===== src/rtl/uart_echo_tester_if.sv =====
// uart_echo_tester_if: byte-level handshake between the echo tester and the
// txuartlite / rxuartlite pair.
//   tx_stb   : one-cycle transmit strobe (tester -> tx)
//   tx_data  : byte to transmit, held between strobes (tester -> tx)
//   tx_busy  : transmitter busy (tx -> tester)
//   rx_avail : one-cycle received-byte-valid pulse (rx -> tester)
//   rx_data  : received byte (rx -> tester)
interface uart_echo_tester_if;
  logic       tx_stb;
  logic [7:0] tx_data;
  logic       tx_busy;
  logic       rx_avail;
  logic [7:0] rx_data;

  modport master (output tx_stb, output tx_data,
                  input  tx_busy, input rx_avail, input rx_data);
  modport slave  (input  tx_stb, input tx_data,
                  output tx_busy, output rx_avail, output rx_data);
endinterface


===== src/rtl/uart_echo_tester.sv =====
// uart_echo_tester: initiator for the UART echo loop. Sends an incrementing
// byte sequence through the transmit side, waits for each byte to return on
// the receive side, and keeps saturating pass / error / timeout counters.
// Ports:
//   i_clk, i_reset   : clock, synchronous active-high reset
//   i_enable         : level-sensitive run request
//   uart (master)    : tx strobe/data/busy, rx avail/data
//   o_pass_count     : matched echoes (saturating)
//   o_err_count      : mismatched or unexpected bytes (saturating)
//   o_timeout_count  : echoes not received in time (saturating)
//   o_led            : last received byte
//   o_busy           : high while not idle
module uart_echo_tester #(
  parameter logic [7:0]  START_BYTE   = 8'h00,
  parameter logic [23:0] TIMEOUT_CLKS = 24'd4340,
  parameter logic [15:0] GAP_CLKS     = 16'd16
) (
  input  logic               i_clk,
  input  logic               i_reset,
  input  logic               i_enable,
  uart_echo_tester_if.master uart,
  output logic [15:0]        o_pass_count,
  output logic [15:0]        o_err_count,
  output logic [15:0]        o_timeout_count,
  output logic [7:0]         o_led,
  output logic               o_busy
);

  typedef enum logic [1:0] {IDLE, SEND, WAIT, GAP} state_t;

  state_t      state, state_nxt;
  logic [7:0]  seq;
  logic [7:0]  txd_r;
  logic        stb_r;
  logic [23:0] tmo_cnt;
  logic [15:0] gap_cnt;

  logic do_stb, inc_pass, inc_err, inc_tmo, seq_inc, led_ld;
  logic tmo_hit, gap_done;

  // Compared one bit wider so a zero parameter behaves as "expire at once"
  // rather than wrapping to the all-ones count.
  assign tmo_hit  = ({1'b0, tmo_cnt} + 25'd1) >= {1'b0, TIMEOUT_CLKS};
  assign gap_done = ({1'b0, gap_cnt} + 17'd1) >= {1'b0, GAP_CLKS};

  assign uart.tx_stb  = stb_r;
  assign uart.tx_data = txd_r;

  always_comb begin
    state_nxt = state;
    do_stb    = 1'b0;
    inc_pass  = 1'b0;
    inc_err   = 1'b0;
    inc_tmo   = 1'b0;
    seq_inc   = 1'b0;
    led_ld    = 1'b0;
    case (state)
      IDLE: begin
        // Stray byte (e.g. a late echo after reset); LEDs left alone.
        if (uart.rx_avail) inc_err = 1'b1;
        if (i_enable) state_nxt = SEND;
      end
      SEND: begin
        if (uart.rx_avail) begin
          inc_err = 1'b1;
          led_ld  = 1'b1;
        end
        if (!uart.tx_busy) begin
          do_stb    = 1'b1;
          state_nxt = WAIT;
        end
      end
      WAIT: begin
        // A byte on the expiry cycle takes priority over the timeout.
        if (uart.rx_avail) begin
          if (uart.rx_data == txd_r) inc_pass = 1'b1;
          else                       inc_err  = 1'b1;
          led_ld    = 1'b1;
          seq_inc   = 1'b1;
          state_nxt = GAP;
        end else if (tmo_hit) begin
          inc_tmo   = 1'b1;
          seq_inc   = 1'b1;
          state_nxt = GAP;
        end
      end
      GAP: begin
        if (uart.rx_avail) begin
          inc_err = 1'b1;
          led_ld  = 1'b1;
        end
        if (gap_done) state_nxt = i_enable ? SEND : IDLE;
      end
      default: state_nxt = IDLE;
    endcase
  end

  always_ff @(posedge i_clk) begin
    if (i_reset) begin
      state           <= IDLE;
      stb_r           <= 1'b0;
      txd_r           <= START_BYTE;
      seq             <= START_BYTE;
      tmo_cnt         <= '0;
      gap_cnt         <= '0;
      o_pass_count    <= '0;
      o_err_count     <= '0;
      o_timeout_count <= '0;
      o_led           <= '0;
      o_busy          <= 1'b0;
    end else begin
      state  <= state_nxt;
      stb_r  <= do_stb;
      o_busy <= (state_nxt != IDLE);
      if (do_stb) txd_r <= seq;
      if (seq_inc) seq <= seq + 8'd1;

      if (do_stb)             tmo_cnt <= '0;
      else if (state == WAIT) tmo_cnt <= tmo_cnt + 24'd1;

      // Restarts from zero on every entry into GAP.
      if (state != GAP) gap_cnt <= '0;
      else              gap_cnt <= gap_cnt + 16'd1;

      if (led_ld) o_led <= uart.rx_data;

      if (inc_pass && o_pass_count != 16'hFFFF)
        o_pass_count <= o_pass_count + 16'd1;
      if (inc_err && o_err_count != 16'hFFFF)
        o_err_count <= o_err_count + 16'd1;
      if (inc_tmo && o_timeout_count != 16'hFFFF)
        o_timeout_count <= o_timeout_count + 16'd1;
    end
  end

endmodule


===== src/flat_wrapper.sv =====
// flat-port wrapper written by rule: the top's interface ports become plain ports
module uart_echo_tester_flat 
#(
  parameter logic [7:0]  START_BYTE   = 8'h00,
  parameter logic [23:0] TIMEOUT_CLKS = 24'd4340,
  parameter logic [15:0] GAP_CLKS     = 16'd16
)
  (i_clk, i_reset, i_enable, o_pass_count, o_err_count, o_timeout_count, o_led, o_busy, uart_tx_stb, uart_tx_data, uart_tx_busy, uart_rx_avail, uart_rx_data);
  uart_echo_tester_if uart_i ();
  input  logic i_clk;
  input  logic i_reset;
  input  logic i_enable;
  output logic [15:0] o_pass_count;
  output logic [15:0] o_err_count;
  output logic [15:0] o_timeout_count;
  output logic [7:0] o_led;
  output logic o_busy;
  output wire logic [$bits(uart_i.tx_stb)-1:0] uart_tx_stb;
  output wire logic [$bits(uart_i.tx_data)-1:0] uart_tx_data;
  input wire logic [$bits(uart_i.tx_busy)-1:0] uart_tx_busy;
  input wire logic [$bits(uart_i.rx_avail)-1:0] uart_rx_avail;
  input wire logic [$bits(uart_i.rx_data)-1:0] uart_rx_data;
  assign uart_tx_stb = uart_i.tx_stb;
  assign uart_tx_data = uart_i.tx_data;
  assign uart_i.tx_busy = uart_tx_busy;
  assign uart_i.rx_avail = uart_rx_avail;
  assign uart_i.rx_data = uart_rx_data;
  uart_echo_tester #(.START_BYTE(START_BYTE), .TIMEOUT_CLKS(TIMEOUT_CLKS), .GAP_CLKS(GAP_CLKS)) u_core (.i_clk(i_clk), .i_reset(i_reset), .i_enable(i_enable), .uart(uart_i), .o_pass_count(o_pass_count), .o_err_count(o_err_count), .o_timeout_count(o_timeout_count), .o_led(o_led), .o_busy(o_busy));
endmodule

===== config.mk =====
export PLATFORM = sky130hd
export DESIGN_NAME = uart_echo_tester_flat
export DESIGN_NICKNAME = d
export VERILOG_FILES = /design/src/rtl/uart_echo_tester_if.sv /design/src/rtl/uart_echo_tester.sv /design/src/flat_wrapper.sv
export SDC_FILE = /design/constraint.sdc
export NUM_CORES = 1
export LEC_CHECK = 0
export ABC_CLOCK_PERIOD_IN_PS = 3100
export CORE_MARGIN = 3
export CORE_UTILIZATION = 45
export CTS_CLUSTER_SIZE = 14
export DETAILED_ROUTE_END_ITERATION = 16
export PLACE_DENSITY = 0.73
export SETUP_SLACK_MARGIN = 0.15
export SLEW_MARGIN = 10
export SYNTH_ARGS = -nofsm -noshare
export SYNTH_HDL_FRONTEND = slang
export SYNTH_SLANG_ARGS = --single-unit
export TNS_END_PERCENT = 100

===== constraint.sdc =====
create_clock -name i_clk -period 3.1 [get_ports i_clk]
set_clock_uncertainty 0.05 [all_clocks]
set_input_delay 0.62 -clock i_clk [delete_from_list [all_inputs] [get_ports i_clk]]
set_output_delay 0.62 -clock i_clk [all_outputs]
set_load 0.01 [all_outputs]

# Word level (Yosys, flattened, before mapping)
# Cells that the tools add are included.
word_totals:
  in_bits: 13
  word_cells: 60
  ff_bits: 116
  out_inout_bits: 66
classes:
  addsub: 8
  order_cmp: 2
  mux: 22
  eq_ne: 8
  n_reduce_logical: 9
ops:
  columns: ["op", "count"]
  rows:
  - ["adder 16 x 1 -> 16 bit (second input constant)", 4]
  - ["inequality test 16 bit (second input constant)", 3]
  - ["adder 24 x 1 -> 25 bit (second input constant)", 1]
  - [">= comparator 25 x 13 -> 1 bit (second input constant)", 1]
  - ["adder 24 x 1 -> 24 bit (second input constant)", 1]
  - ["adder 16 x 1 -> 17 bit (second input constant)", 1]
  - [">= comparator 17 x 5 -> 1 bit (second input constant)", 1]
  - ["two-way mux 1 bit", 15]
  - ["two-way mux 2 bit", 5]
  - ["adder 8 x 1 -> 8 bit (second input constant)", 1]
  - ["== test 8 bit", 1]
  - ["one-hot mux 2 bit (4 select lines)", 1]
  - ["OR reduction 3 bit", 2]
  - ["== test 2 bit (second input constant)", 2]
  - ["OR reduction 2 bit", 2]
  - ["logical AND 1 bit", 3]
  - ["== test 2 x 1 -> 1 bit (second input constant)", 1]
  - ["zero test 2 bit", 1]
  - ["inequality test 2 bit (second input constant)", 1]
  - ["one-hot mux 1 bit (2 select lines)", 1]
  - ["nonzero test 2 bit", 1]

# Logic depth before layout (Yosys ltp)
depth:
  word_depth: 6
  ltp_mapped: 10
  depth_no_buf: 9

# Worst setup path after synthesis
# OpenSTA, ideal clock, no wires.
synth_timing:
  path_kind: "register to register"
  start: "reg u_core.tmo_cnt[0]"
  end: "reg u_core.seq[1]"
  stages_incl_launch_ff: 11
  path_buffers: 1
  t_required_ps: 2922
  slack_ps: 399
  arrival_time_ps: 2524
  setup_time_ps: 128
  period_less_slack_ps: 2701
  path_cell_list: "dfxtp_1 -> ha_1 -> nand4_1 -> nor4_4 -> and4_1 -> o22ai_1 -> or4_4 -> o31ai_4 -> buf_6 -> mux2i_1 -> nor2_1"
synth_between:
  elab_chain_len: 5
synth_lines:
  columns: ["element", "line_no", "rtl"]
  rows:
  - ["start, declared", "uart_echo_tester.sv:35", "logic [23:0] tmo_cnt;"]
  - ["start signal, assigned", "uart_echo_tester.sv:119", "else if (state == WAIT) tmo_cnt <= tmo_cnt + 24'd1;"]
  - ["adder 24 x 1 -> 25 bit", "uart_echo_tester.sv:43", "assign tmo_hit = ({1'b0, tmo_cnt} + 25'd1) >= {1'b0, TIMEOUT_CLKS};"]
  - [">= comparator 25 x 13 -> 1 bit", "uart_echo_tester.sv:43", null]
  - ["two-way mux 1 bit", "uart_echo_tester.sv:81", "end else if (tmo_hit) begin"]
  - ["two-way mux 1 bit", "uart_echo_tester.sv:75", "if (uart.rx_avail) begin"]
  - ["two-way mux 1 bit", "uart_echo_tester.sv:57", "case (state)"]
  - ["end signal, assigned", "uart_echo_tester.sv:116", "if (seq_inc) seq <= seq + 8'd1;"]
  - ["end, declared", "uart_echo_tester.sv:32", "logic [7:0] seq;"]
# Every way passes these cells.
# A chain may end at the register's enable or synchronous reset.

# Worst setup path after layout
layout_timing:
  start: "reg u_core.tmo_cnt[1]"
  end: "reg u_core.seq[5]"
# The elaborated chain is that of the path after synthesis.

==> flow_summary.json <==
{
  "fp.coreArea_mm2": 0.0122,
  "synthCells": 669,
  "final_util_pct": 61.1,
  "vias": 5042,
  "antenna_found_initial": 0,
  "ys_seq_area_share_pct": 41.0,
  "cp.buffers_inverters": 1,
  "power.total_mw": 3.92,
  "setup_viol": 0,
  "critPathRequiredTime_ns": 3.38,
  "portBuffers": 78,
  "num_rows": 40,
  "io_pins": 79,
  "cp-end-kind": "flop",
  "nets": 775,
  "cpPeakStageDelay_ns": 0.58,
  "dp_hpwl_um": 9160,
  "vdd_drop_max_v": 0.000387,
  "dieArea_mm2": 0.0140,
  "path_delay_family": "simple AND/OR/NAND/NOR gates",
  "worstSetupPathType": "reg -> reg",
  "wire_per_inst_um": 14.3,
  "async_flop_share_pct": 0,
  "die_w_um": 118,
  "drt_first_pass_iters": 5,
  "yosys-top-cells-area": "dfxtp_1, xor2_1, nor2_1",
  "min_path_type": "reg -> reg",
  "synthTopCellsByCount": "dfxtp_1, nor2_1, xor2_1",
  "clk_path_buf_depth": 2,
  "fmax_ghz": 0.350,
  "rsz0062_at_grt": "yes",
  "numCtsBuffers": 17,
  "clockRootBuffer": "clkbuf_16",
  "cts_sinks": 116,
  "grt_pass1_vias": 4818,
  "place_worst_setup_slack_ns": 0.0202,
  "tritoncts": "built",
  "grt_start_max_net_pins": 32,
  "synth_cell_types": 55,
  "p_per_area_mw_per_mm2": 528,
  "dieHeight_um": 118,
  "yosysMostFrequentCell": "dfxtp_1",
  "outcome": "complete, no violations",
  "yosys.area.top_type_share_pct": 41.0,
  "final_area_mm2": 0.00743,
  "start_kind": "flop",
  "maxSlewViolCount": 0,
  "routed_wl_um": 13400,
  "synth_top_area_cell": "dfxtp_1",
  "period_share_pct": 92.2,
  "clk_pin_slew_worst_paths_ns": 0.05,
  "cts.htree.levels": 4,
  "drv_cap": 0,
  "synth_flop_cell": "dfxtp_1",
  "placed_area_mm2": 0.00664,
  "drive_gt1_share_pct": 10.9,
  "antenna_left": 0,
  "slew_headroom_pct": 27.6,
  "start_util_pct": 46.6,
  "yosys_warnings": 0,
  "cp_slowest_cell": "or4_4",
  "grt-ovfl-total": 0,
  "track_usage_pct": 19.2,
  "drt_iter0_drc": 241,
  "crit_chain": "ha_4 > nand4_1 > nor4_4 > and4_1 > o22ai_1 > or4_4 > o31ai_4 > buf_2 > o21ai_1 > a21oi_1",
  "drcViolationCount": 0,
  "cts_hold_buf": 0,
  "clkLatencyLatePin_ns": 0.41,
  "synth_nets": 688,
  "worst-path-max-fanout": 7,
  "synthesis.area_mm2": 0.00566,
  "leakagePower_nw": 2.62,
  "synth-seq-cells": 116,
  "tightest_slew_ns": 1.09,
  "place_congestion": 0.848,
  "syn_to_final_growth_pct": 31.3,
  "tns_ns": 0,
  "viasPerCell": 5.38,
  "cp.arrival_ns": 3.14,
  "grt_pass1_wl_um": 22400,
  "period_needed_ns": 2.86,
  "finalHoldViolations": 0,
  "avgSynthCellArea_um2": 8.46,
  "n_antenna_cell": 0,
  "setup_ws_ns": 0.241,
  "synth_edf_count": 0
}
==> kinds of logic (layout without fill, tap and decap cells) <==
kind of cell    after synthesis  after routing  share of synthesized area, %
simple gates                323            323                          29.1
flops                       116            116                          41.0
mux                          16             16                          2.85
buf+inv                      43            143                          3.14
xor+xnor                     85             85                          13.1
compound gates               80             80                          9.48
fa+ha+maj                     6              6                          1.33
==> power by group <==
group / internal [mW] / total, mW / switching, mW / leakage, nW
Clock: 1.55 / 2.24 / 0.689 / 0.321
Sequential: 1.51 / 1.52 / 0.0152 / 0.941
Combinational: 0.0742 / 0.165 / 0.0907 / 1.36
==> metal layers <==
metal / track usage [%] / share of wire, % / wire (um) / up-vias
li1: - / - / - / 2524
met1: 23.2 / 45 / 6000 / 2391
met2: 31.3 / 47 / 6360 / 105
met3: 7.03 / 5.9 / 795 / 22
met4: 6.81 / 1.9 / 261 / 0
met5: 0 / 0 / 0 / -
==> path summary, 6_finish.rpt <==
check | slack (ns) | end | startpoint | depth (start not counted)
setup reg to reg | 0.24 | u_core.seq[5] | u_core.tmo_cnt[1] | 10
hold reg to reg | 0.41 | u_core.gap_cnt[0] | u_core.gap_cnt[0] | 1
setup / recovery | 0.24 | u_core.seq[5] | u_core.tmo_cnt[1] | 10
hold / removal | 0.41 | u_core.gap_cnt[0] | u_core.gap_cnt[0] | 1
==> state kept, by name, indices dropped and copies added (netlist names), 2 cells and up <==
name and cells:
u_core.gap_cnt 16, u_core.o_err_count 16, u_core.o_led 8, u_core.o_pass_count 16, u_core.o_timeout_count 16, u_core.seq 8, u_core.state 2, u_core.tmo_cnt 24
u_core.uart.tx_data 8
==> cells in the final DEF, fill, tap and decap left out, types with 3 or more instances in the layout <==
master / instances
a21oi_1: 19
a22o_1: 8
a31oi_1: 5
and2_1: 3
and3_1: 18
and4_1: 9
buf_4: 21
bufinv_16: 6
clkbuf_16: 17
clkdlybuf4s50_1: 77
clkinvlp_4: 4
dfxtp_1: 109
dfxtp_2: 5
ha_1: 5
inv_1: 10
mux2i_1: 15
nand2_1: 45
nand2b_1: 5
nand3_1: 39
nand3b_1: 3
nand4_1: 25
nor2_1: 107
nor2b_1: 5
nor3_1: 20
nor4_1: 4
nor4_2: 4
o21ai_0: 19
o21ai_1: 6
o31ai_1: 5
or2_2: 6
or3_1: 15
or4_1: 5
xnor2_1: 34
xor2_1: 51
==> through the flow <==
stage               hold slack (ns)  std cells
global placement              0.387        898
floorplan                     0.376        669
detailed placement            0.400        898
global route                  0.444        937
CTS                           0.412        931
finish                        0.409        937
==> final cells by class <==
| class | count | area [um2] |
|---|---|---|
| Tap cell | 168 | 210 |
| Timing Repair Buffer | 101 | 950 |
| Multi-Input combinational cell | 510 | 3220 |
| Inverter | 10 | 37.5 |
| Clock inverter | 13 | 229 |
| Sequential cell | 116 | 2340 |
| Fill cell | 1039 | 4730 |
| Clock buffer | 19 | 453 |
==> timing repair <==
| item | CTS | global route |
|---|---|---|
| endpoints found under the setup margin | 17 | 28 |
| resized for setup | 6 | 12 |
| setup buffers | 1 | 5 |
| pin swaps | 1 | 8 |
| cloned | 0 | 1 |
Power figures use the tool's default switching activity.
